[src/rtl/fifo_pair_if.sv]
// fifo_pair_if: producer/consumer handshake bundle for the two fifo_pair channels
interface fifo_pair_if #(
    parameter int DATA_W = 32,
    parameter int DEPTH  = 4
);
    localparam int LVL_W = $clog2(DEPTH + 1);
    logic [DATA_W-1:0] data_in0;
    logic              data_in0_vld;
    logic              data_in0_rdy;
    logic [DATA_W-1:0] data_in1;
    logic              data_in1_vld;
    logic              data_in1_rdy;
    logic [DATA_W-1:0] data_out0;
    logic              data_out0_vld;
    logic              data_out0_rdy;
    logic [DATA_W-1:0] data_out1;
    logic              data_out1_vld;
    logic              data_out1_rdy;
    logic [LVL_W-1:0]  lvl0;
    logic [LVL_W-1:0]  lvl1;
    modport master (
        output data_in0, data_in0_vld, data_in1, data_in1_vld, data_out0_rdy, data_out1_rdy,
        input  data_in0_rdy, data_in1_rdy, data_out0, data_out0_vld, data_out1, data_out1_vld, lvl0, lvl1
    );
    modport slave (
        input  data_in0, data_in0_vld, data_in1, data_in1_vld, data_out0_rdy, data_out1_rdy,
        output data_in0_rdy, data_in1_rdy, data_out0, data_out0_vld, data_out1, data_out1_vld, lvl0, lvl1
    );
endinterface

[src/rtl/fifo_pair.sv]
// fifo_pair: two independent valid/ready FIFO channels (in0 -> out0, in1 -> out1)
module fifo_pair #(
    parameter int DATA_W = 32,
    parameter int DEPTH  = 4
) (
    input  logic      clk,
    input  logic      rst_n,
    fifo_pair_if.slave bus
);
    localparam int PTR_W = $clog2(DEPTH);
    localparam int LVL_W = $clog2(DEPTH + 1);
    logic [DATA_W-1:0] din  [2];
    logic [DATA_W-1:0] dout [2];
    logic              ivld [2];
    logic              irdy [2];
    logic              ovld [2];
    logic              ordy [2];
    logic [LVL_W-1:0]  lvl  [2];
    assign din[0]            = bus.data_in0;
    assign din[1]            = bus.data_in1;
    assign ivld[0]           = bus.data_in0_vld;
    assign ivld[1]           = bus.data_in1_vld;
    assign ordy[0]           = bus.data_out0_rdy;
    assign ordy[1]           = bus.data_out1_rdy;
    assign bus.data_in0_rdy  = irdy[0];
    assign bus.data_in1_rdy  = irdy[1];
    assign bus.data_out0     = dout[0];
    assign bus.data_out1     = dout[1];
    assign bus.data_out0_vld = ovld[0];
    assign bus.data_out1_vld = ovld[1];
    assign bus.lvl0          = lvl[0];
    assign bus.lvl1          = lvl[1];
    for (genvar g = 0; g < 2; g++) begin : ch
        logic [DATA_W-1:0] mem [DEPTH];
        logic [PTR_W-1:0]  wr_ptr;
        logic [PTR_W-1:0]  rd_ptr;
        logic [LVL_W-1:0]  count;
        logic [LVL_W-1:0]  count_nxt;
        logic              rdy_q;
        logic              vld_q;
        logic              push;
        logic              pop;
        assign push      = ivld[g] & rdy_q;
        assign pop       = vld_q & ordy[g];
        assign count_nxt = count + LVL_W'(push) - LVL_W'(pop);
        // payload storage; left unreset since vld gates every read
        always_ff @(posedge clk) begin
            if (push)
                mem[wr_ptr] <= din[g];
        end
        // pointers, occupancy and handshake flags, flags taken from next-state occupancy to avoid bubbles
        always_ff @(posedge clk or negedge rst_n) begin
            if (!rst_n) begin
                wr_ptr <= '0;
                rd_ptr <= '0;
                count  <= '0;
                vld_q  <= 1'b0;
                rdy_q  <= 1'b0;
            end else begin
                wr_ptr <= wr_ptr + PTR_W'(push);
                rd_ptr <= rd_ptr + PTR_W'(pop);
                count  <= count_nxt;
                vld_q  <= count_nxt != '0;
                rdy_q  <= count_nxt != LVL_W'(DEPTH);
            end
        end
        assign dout[g] = mem[rd_ptr];
        assign irdy[g] = rdy_q;
        assign ovld[g] = vld_q;
        assign lvl[g]  = count;
    end
endmodule

[src/flat_wrapper.sv]
// flat-port wrapper written by rule: the top's interface ports become plain ports
module fifo_pair_flat 
#(
    parameter int DATA_W = 32,
    parameter int DEPTH  = 4
)
  (clk, rst_n, bus_data_in0, bus_data_in0_vld, bus_data_in1, bus_data_in1_vld, bus_data_out0_rdy, bus_data_out1_rdy, bus_data_in0_rdy, bus_data_in1_rdy, bus_data_out0, bus_data_out0_vld, bus_data_out1, bus_data_out1_vld, bus_lvl0, bus_lvl1);
  fifo_pair_if #(.DATA_W(DATA_W), .DEPTH(DEPTH)) bus_i ();
  input  logic clk;
  input  logic rst_n;
  input wire logic [$bits(bus_i.data_in0)-1:0] bus_data_in0;
  input wire logic [$bits(bus_i.data_in0_vld)-1:0] bus_data_in0_vld;
  input wire logic [$bits(bus_i.data_in1)-1:0] bus_data_in1;
  input wire logic [$bits(bus_i.data_in1_vld)-1:0] bus_data_in1_vld;
  input wire logic [$bits(bus_i.data_out0_rdy)-1:0] bus_data_out0_rdy;
  input wire logic [$bits(bus_i.data_out1_rdy)-1:0] bus_data_out1_rdy;
  output wire logic [$bits(bus_i.data_in0_rdy)-1:0] bus_data_in0_rdy;
  output wire logic [$bits(bus_i.data_in1_rdy)-1:0] bus_data_in1_rdy;
  output wire logic [$bits(bus_i.data_out0)-1:0] bus_data_out0;
  output wire logic [$bits(bus_i.data_out0_vld)-1:0] bus_data_out0_vld;
  output wire logic [$bits(bus_i.data_out1)-1:0] bus_data_out1;
  output wire logic [$bits(bus_i.data_out1_vld)-1:0] bus_data_out1_vld;
  output wire logic [$bits(bus_i.lvl0)-1:0] bus_lvl0;
  output wire logic [$bits(bus_i.lvl1)-1:0] bus_lvl1;
  assign bus_i.data_in0 = bus_data_in0;
  assign bus_i.data_in0_vld = bus_data_in0_vld;
  assign bus_i.data_in1 = bus_data_in1;
  assign bus_i.data_in1_vld = bus_data_in1_vld;
  assign bus_i.data_out0_rdy = bus_data_out0_rdy;
  assign bus_i.data_out1_rdy = bus_data_out1_rdy;
  assign bus_data_in0_rdy = bus_i.data_in0_rdy;
  assign bus_data_in1_rdy = bus_i.data_in1_rdy;
  assign bus_data_out0 = bus_i.data_out0;
  assign bus_data_out0_vld = bus_i.data_out0_vld;
  assign bus_data_out1 = bus_i.data_out1;
  assign bus_data_out1_vld = bus_i.data_out1_vld;
  assign bus_lvl0 = bus_i.lvl0;
  assign bus_lvl1 = bus_i.lvl1;
  fifo_pair #(.DATA_W(DATA_W), .DEPTH(DEPTH)) u_core (.clk(clk), .rst_n(rst_n), .bus(bus_i));
endmodule
[config.mk]
export PLATFORM = sky130hd
export DESIGN_NAME = fifo_pair_flat
export DESIGN_NICKNAME = d
export VERILOG_FILES = /design/src/rtl/fifo_pair_if.sv /design/src/rtl/fifo_pair.sv /design/src/flat_wrapper.sv
export SDC_FILE = /design/constraint.sdc
export NUM_CORES = 1
export LEC_CHECK = 0
export ABC_AREA = 0
export CAP_MARGIN = 20
export CELL_PAD_IN_SITES_DETAIL_PLACEMENT = 0
export CELL_PAD_IN_SITES_GLOBAL_PLACEMENT = 1
export CORE_MARGIN = 2
export CORE_UTILIZATION = 51
export CTS_CLUSTER_DIAMETER = 30
export CTS_CLUSTER_SIZE = 16
export DETAILED_ROUTE_END_ITERATION = 6
export PLACE_DENSITY_LB_ADDON = 0.08
export SLEW_MARGIN = 25
export SYNTH_ARGS = -nofsm -noshare
export SYNTH_HDL_FRONTEND = slang
export SYNTH_SLANG_ARGS = --single-unit
[constraint.sdc]
create_clock -name clk -period 9.79 [get_ports clk]
set_input_delay 0.979 -clock clk [delete_from_list [all_inputs] [get_ports clk]]
set_output_delay 0.979 -clock clk [all_outputs]
set_load 0.05 [all_outputs]
## Word level (Yosys, flattened, before mapping)

Memories as Yosys holds them, arrays and structs flattened.
Index checks and enable logic that the tools add are counted.

- Bitwise operators: 4
- $mul: 0
- Shift operators: 0
- $lt $le $gt $ge: 0
- Div/mod/pow operators: 0
- Muxes and demuxes: 4
- Add/subtract/negate cells: 8
- Reduce and logical (&&, ||, !) cells: 2
- Equality and inequality tests: 2

Operator list:

| operator | number |
|---|---|
| $add A2 B1 Y2 | 4 |
| $add A3 B1 Y3 | 2 |
| $ne A3 B3 Y1 const B | 2 |
| $reduce_bool A3 Y1 | 2 |
| $sub A3 B1 Y3 | 2 |
| $and A1 B1 Y1 | 4 |
| $mux W1 | 4 |

- Logic and storage cells: 32
- Input bits: 70
- Memory bits (read-only): 0
- Bits in latches: 0
- RAM bits: 256
- Bits in registers: 18
- Memories: 2

Memory list:

| memory | words | bits a word | read ports | clocked after Yosys merged registers in | wr ports | line | text |
|---|---|---|---|---|---|---|---|
| u_core.ch[0].mem | 4 | 32 | 1 | 0 | 1 | fifo_pair.sv:34 | `logic [DATA_W-1:0] mem [DEPTH];` |
| u_core.ch[1].mem | 4 | 32 | 1 | 0 | 1 | fifo_pair.sv:34 |  |

## Longest topological paths before layout

- Depth in word-level cells: 4
- Depth in mapped cells: 7

## Worst setup path before layout

OpenSTA, ideal clock, no wires.

- Path kind: input -> register
- Start point: input port bus_data_in0_vld
- End point: memory u_core.ch[0].mem[1][0], enable pin
- Path slack: 5810 ps
- Path buffers: 0
- Stages: 2
- Arrival time: 3513 ps
- Cell sequence: nand2_1 > nor3b_1

- Cells in the longest elaborated chain, start to end: 3

Ends and longest elaborated chain:

| element | line | text |
|---|---|---|
| from (decl) | flat_wrapper.sv:12 | `input wire logic [$bits(bus_i.data_in0_vld)-1:0] bus_data_in0_vld;` |
| $and A1 B1 Y1 | fifo_pair.sv:43 | `assign push = ivld[g] & rdy_q;` |
| $mux W1 | fifo_pair.sv:48 | `if (push)` |
| $mux W1 (not written as such) | fifo_pair.sv:49 | `mem[wr_ptr] <= din[g];` |
| to (decl) | fifo_pair.sv:34 |  |

Every way passes these cells.

## Worst setup path after layout

- Start point: register u_core.ch[0].rd_ptr[0]
- End point: output port bus_data_out0[8]

- Cells in the longest elaborated chain, start to end: 1

Ends and longest elaborated chain:

| element | line | text |
|---|---|---|
| from (decl) | fifo_pair.sv:36 | `logic [PTR_W-1:0] rd_ptr;` |
| from (signal assigned) | fifo_pair.sv:61 | `rd_ptr <= rd_ptr + PTR_W'(pop);` |
| $mem_v2 Z4 W32 | -- |  |
| to (decl) | flat_wrapper.sv:19 | `output wire logic [$bits(bus_i.data_out0)-1:0] bus_data_out0;` |

Every way passes these cells.

==> metrics.md <==
| Metric | Value |
|---|---|
| Status | `finished, final reports clean` |
| Synth Warn # | `0` |
| Clock sink total | `274` |
| Post-CTS sizing | `0` |
| Slowest CP cell | `clkdlybuf4s50_1` |
| Sw frac | `0.346` |
| FP Rows | `51` |
| Reg2Reg Depth | `7` |
| Fin nets | `663` |
| Int Power | `0.00334 W` |
| Synth cell types | `23` |
| Worst hold path depth | `1` |
| Syn nets | `475` |
| GRT Total Usage | `0.179` |
| CORE AREA | `0.0195 mm²` |
| Via count | `4667` |
| Net Sw Power | `0.00177 W` |
| Residual DRC | `0` |
| Layout cell share with drive strength beyond 1 | `0.259` |
| Layout area overhead | `33.2%` |
| Clock share of power | `0.324` |
| Hold slack | `0.560 ns` |
| Final hold violations | `0` |
| Startpoint Class | `flip-flop` |
| CP Cell Sequence | `buf_4 > mux4_2 > clkdlybuf4s50_1` |
| Relative max-transition margin | `0.360` |
| Hold EP | `u_core.ch[0].wr_ptr[1]` |
| CP max stage delay | `0.73 ns` |
| Clock Path Buffers | `3` |
| R2R Path Start | `u_core.bus.data_out0_vld` |
| RSZ-0062 raised after global routing | `false` |
| Max rail drop VDD | `0.226 mV` |
| Worst Tran Pin Value | `0.960 ns` |
| First-pass GRT wire length | `28.8 mm` |
| Placer's final routability congestion estimate | `0.742` |
| Synth Register Bits | `274` |
| Setup TNS | `0 ns` |
| Critical Path AT | `2.98 ns` |
| Pwr/cell area | `379 mW/mm²` |
| Clock root cell | `clkbuf_16` |
| # diodes | `0` |
| Max H-tree Level | `2` |
| Register area share after synthesis | `0.804` |
| Hold wc startpoint | `u_core.ch[0].wr_ptr[1]` |
| DR iter-0 viols | `282` |
| Cell Area, Synth | `0.0101 mm²` |
| CTS Hold Buffers Added | `0` |
| Die width | `145 µm` |
| Worst R2R End | `u_core.bus.data_out0_vld` |
| CP Max Fanout | `19` |
| Hold Crit Class | `reg2reg` |
| Vias in the first global route | `5172` |
| Max-Cap Viols | `0` |
| Final period util | `0.404` |
| Die area | `0.0210 mm²` |
| Via density | `5.24` |
| Drt total wl | `18.2 mm` |
| Buf/Inv on CP | `2` |
| CP endpoint kind | `output pin` |
| Worst reg2reg setup slack | `7.89 ns` |
| Iteration count of the initial detailed-routing pass | `4` |
| DR WL/cell | `20.4 µm` |
| Fin crit period | `3.96 ns` |
| Syn_area_per_cell | `25.5 µm²` |
| Clock slew at reported path FFs | `0.05 ns` |
| Clk_skew | `0.0193 ns` |
| Clock latency on the worst-skew pair | `0.52 ns` |
| DP HPWL | `10.2 mm` |
| Cts bufs inserted | `49` |
| Global route total overflow | `0` |
| Comb pwr share | `0.355` |
| Leakage power | `4.58 nW` |
| Synth Instances | `397` |
| Buffers on Ports | `143` |
| Chip Height | `145 µm` |
| Max-slew violations | `0` |
| Starting Density | `0.520` |
| # IOs | `144` |
| Setup Fix Bufs, Post-CTS | `0` |
| Worst EP required | `8.81 ns` |
| CP Depth | `3` |
| FMAX | `0.253 GHz` |
| Antenna violations before repair | `0` |
| Largest net degree at the start of global routing | `35` |
| Final Setup Violations | `0` |
| Cell family contributing the most delay on the critical path | `buffers and inverters` |
| Post-route ant nets | `0` |
| CTS tree | `done` |
| Sequential power share | `0.321` |
| Crit path kind | `reg2out` |
layout by cell type (no fill, tap or decap), drive strengths merged:
cell type      count
ha                 6
buf               10
and2               1
and4               2
xor2               3
mux4              64
nand2b             2
nor3b              4
clkbuf            57
clkdlybuf4s50    143
bufinv             6
edfxtp           256
dfrtp             18
clkinvlp           7
nor2               2
nand3              1
inv               13
xnor2              3
clkinv            15
nor3               2
fa                 2
or2                1
xnor3              2
nand2              5
worst reg2reg max path: stages (launching register included):
cell and delay, ns:
dfrtp_1 0.36, and2_1 0.19, ha_1 0.28, inv_1 0.04
ha_1 0.19, fa_1 0.37, xnor3_1 0.21, nand2b_1 0.15
cell type report:
class	count	area (µm²)
inverter	7	26.3
multi-input combinational	100	1820
clock inverter	34	370
tap	265	332
fill	1215	5970
clock buffer	57	1300
sequential	274	8140
timing repair buffer	153	1510
Yosys cell counts:
cell,number,area share
fa_1,2,0.0040
mux4_2,60,0.13
or2_2,1,0.00062
clkbuf_1,2,0.00074
nor3_1,2,0.00099
and4_1,2,0.0017
nor3b_1,4,0.0030
xnor3_1,2,0.0044
dfrtp_1,18,0.044
inv_1,7,0.0026
buf_2,6,0.0030
buf_12,6,0.012
xor2_1,3,0.0026
and2_1,1,0.00062
xnor2_1,3,0.0026
edfxtp_1,256,0.76
nand2b_1,2,0.0012
nand2_1,5,0.0019
buf_6,2,0.0022
nor2_1,2,0.00074
nand3_1,1,0.00049
mux4_1,4,0.010
ha_1,6,0.0074
stage by stage:
| step | cells | worst slack (ns) | utilization | total power, W | instance area [µm²] |
|---|---|---|---|---|---|
| after global placement | 799 | 6.33 | 0.607 | 0.00347 | 11800 |
| final | 890 | 5.83 | 0.693 | 0.00511 | 13500 |
| after CTS | 890 | 5.75 | 0.693 | 0.00518 | 13500 |
| after floorplan | 397 | 5.81 | - | 0.00298 | 10100 |
| after detailed placement | 799 | 6.31 | 0.607 | 0.00350 | 11800 |
| after global routing | 890 | 5.66 | 0.693 | 0.00531 | 13500 |
flip-flops by register name, indices dropped and copies added, names as in the netlist:
name,flops
u_core.bus.lvl0,3
u_core.ch.mem,256
u_core.ch.rd_ptr,4
u_core.bus.data_in1_rdy,1
u_core.bus.data_in0_rdy,1
u_core.bus.data_out1_vld,1
u_core.bus.data_out0_vld,1
u_core.ch.wr_ptr,4
u_core.bus.lvl1,3
power by group through the flow:
stage	logic [W]	clock network (W)	registers (W)
floorplan	0.00130	0	0.00168
global placement	0.00182	0	0.00165
detailed placement	0.00183	0	0.00166
CTS	0.00184	0.00169	0.00164
global route	0.00190	0.00175	0.00166
finish	0.00181	0.00166	0.00164
logic make-up (layout without fill, tap and decap cells):
logic type,count (synthesis),in the layout,synth area share
simple gates,20,20,0.0112
mux,64,64,0.144
xor+xnor,8,8,0.00964
flops,274,274,0.804
buf+inv,23,251,0.0204
fa+ha+maj,8,8,0.0114
worst max path at each step:
stage	start	to	slack [ns]
2_1_floorplan	bus_data_in0_vld	u_core.ch[0].mem[1][0]	5.81
6_report	u_core.ch[0].rd_ptr[0]	bus_data_out0[8]	5.83
5_1_grt	u_core.ch[0].rd_ptr[0]	bus_data_out0[8]	5.66
3_3_place_gp	u_core.ch[0].rd_ptr[0]	bus_data_out0[8]	6.33
3_5_place_dp	u_core.ch[0].rd_ptr[0]	bus_data_out0[8]	6.31
4_1_cts	u_core.ch[0].rd_ptr[0]	bus_data_out0[8]	5.75
metal layers:
metal / wire length, µm / vias to the layer above / GRT usage / part of all wire
li1: - / 2081 / - / -
met1: 7130 / 2413 / 0.216 / 0.39
met2: 9500 / 146 / 0.308 / 0.52
met3: 1280 / 27 / 0.0616 / 0.070
met4: 275 / 0 / 0.0559 / 0.015
met5: 0 / - / 0 / 0
Power figures use the tool's default switching activity.
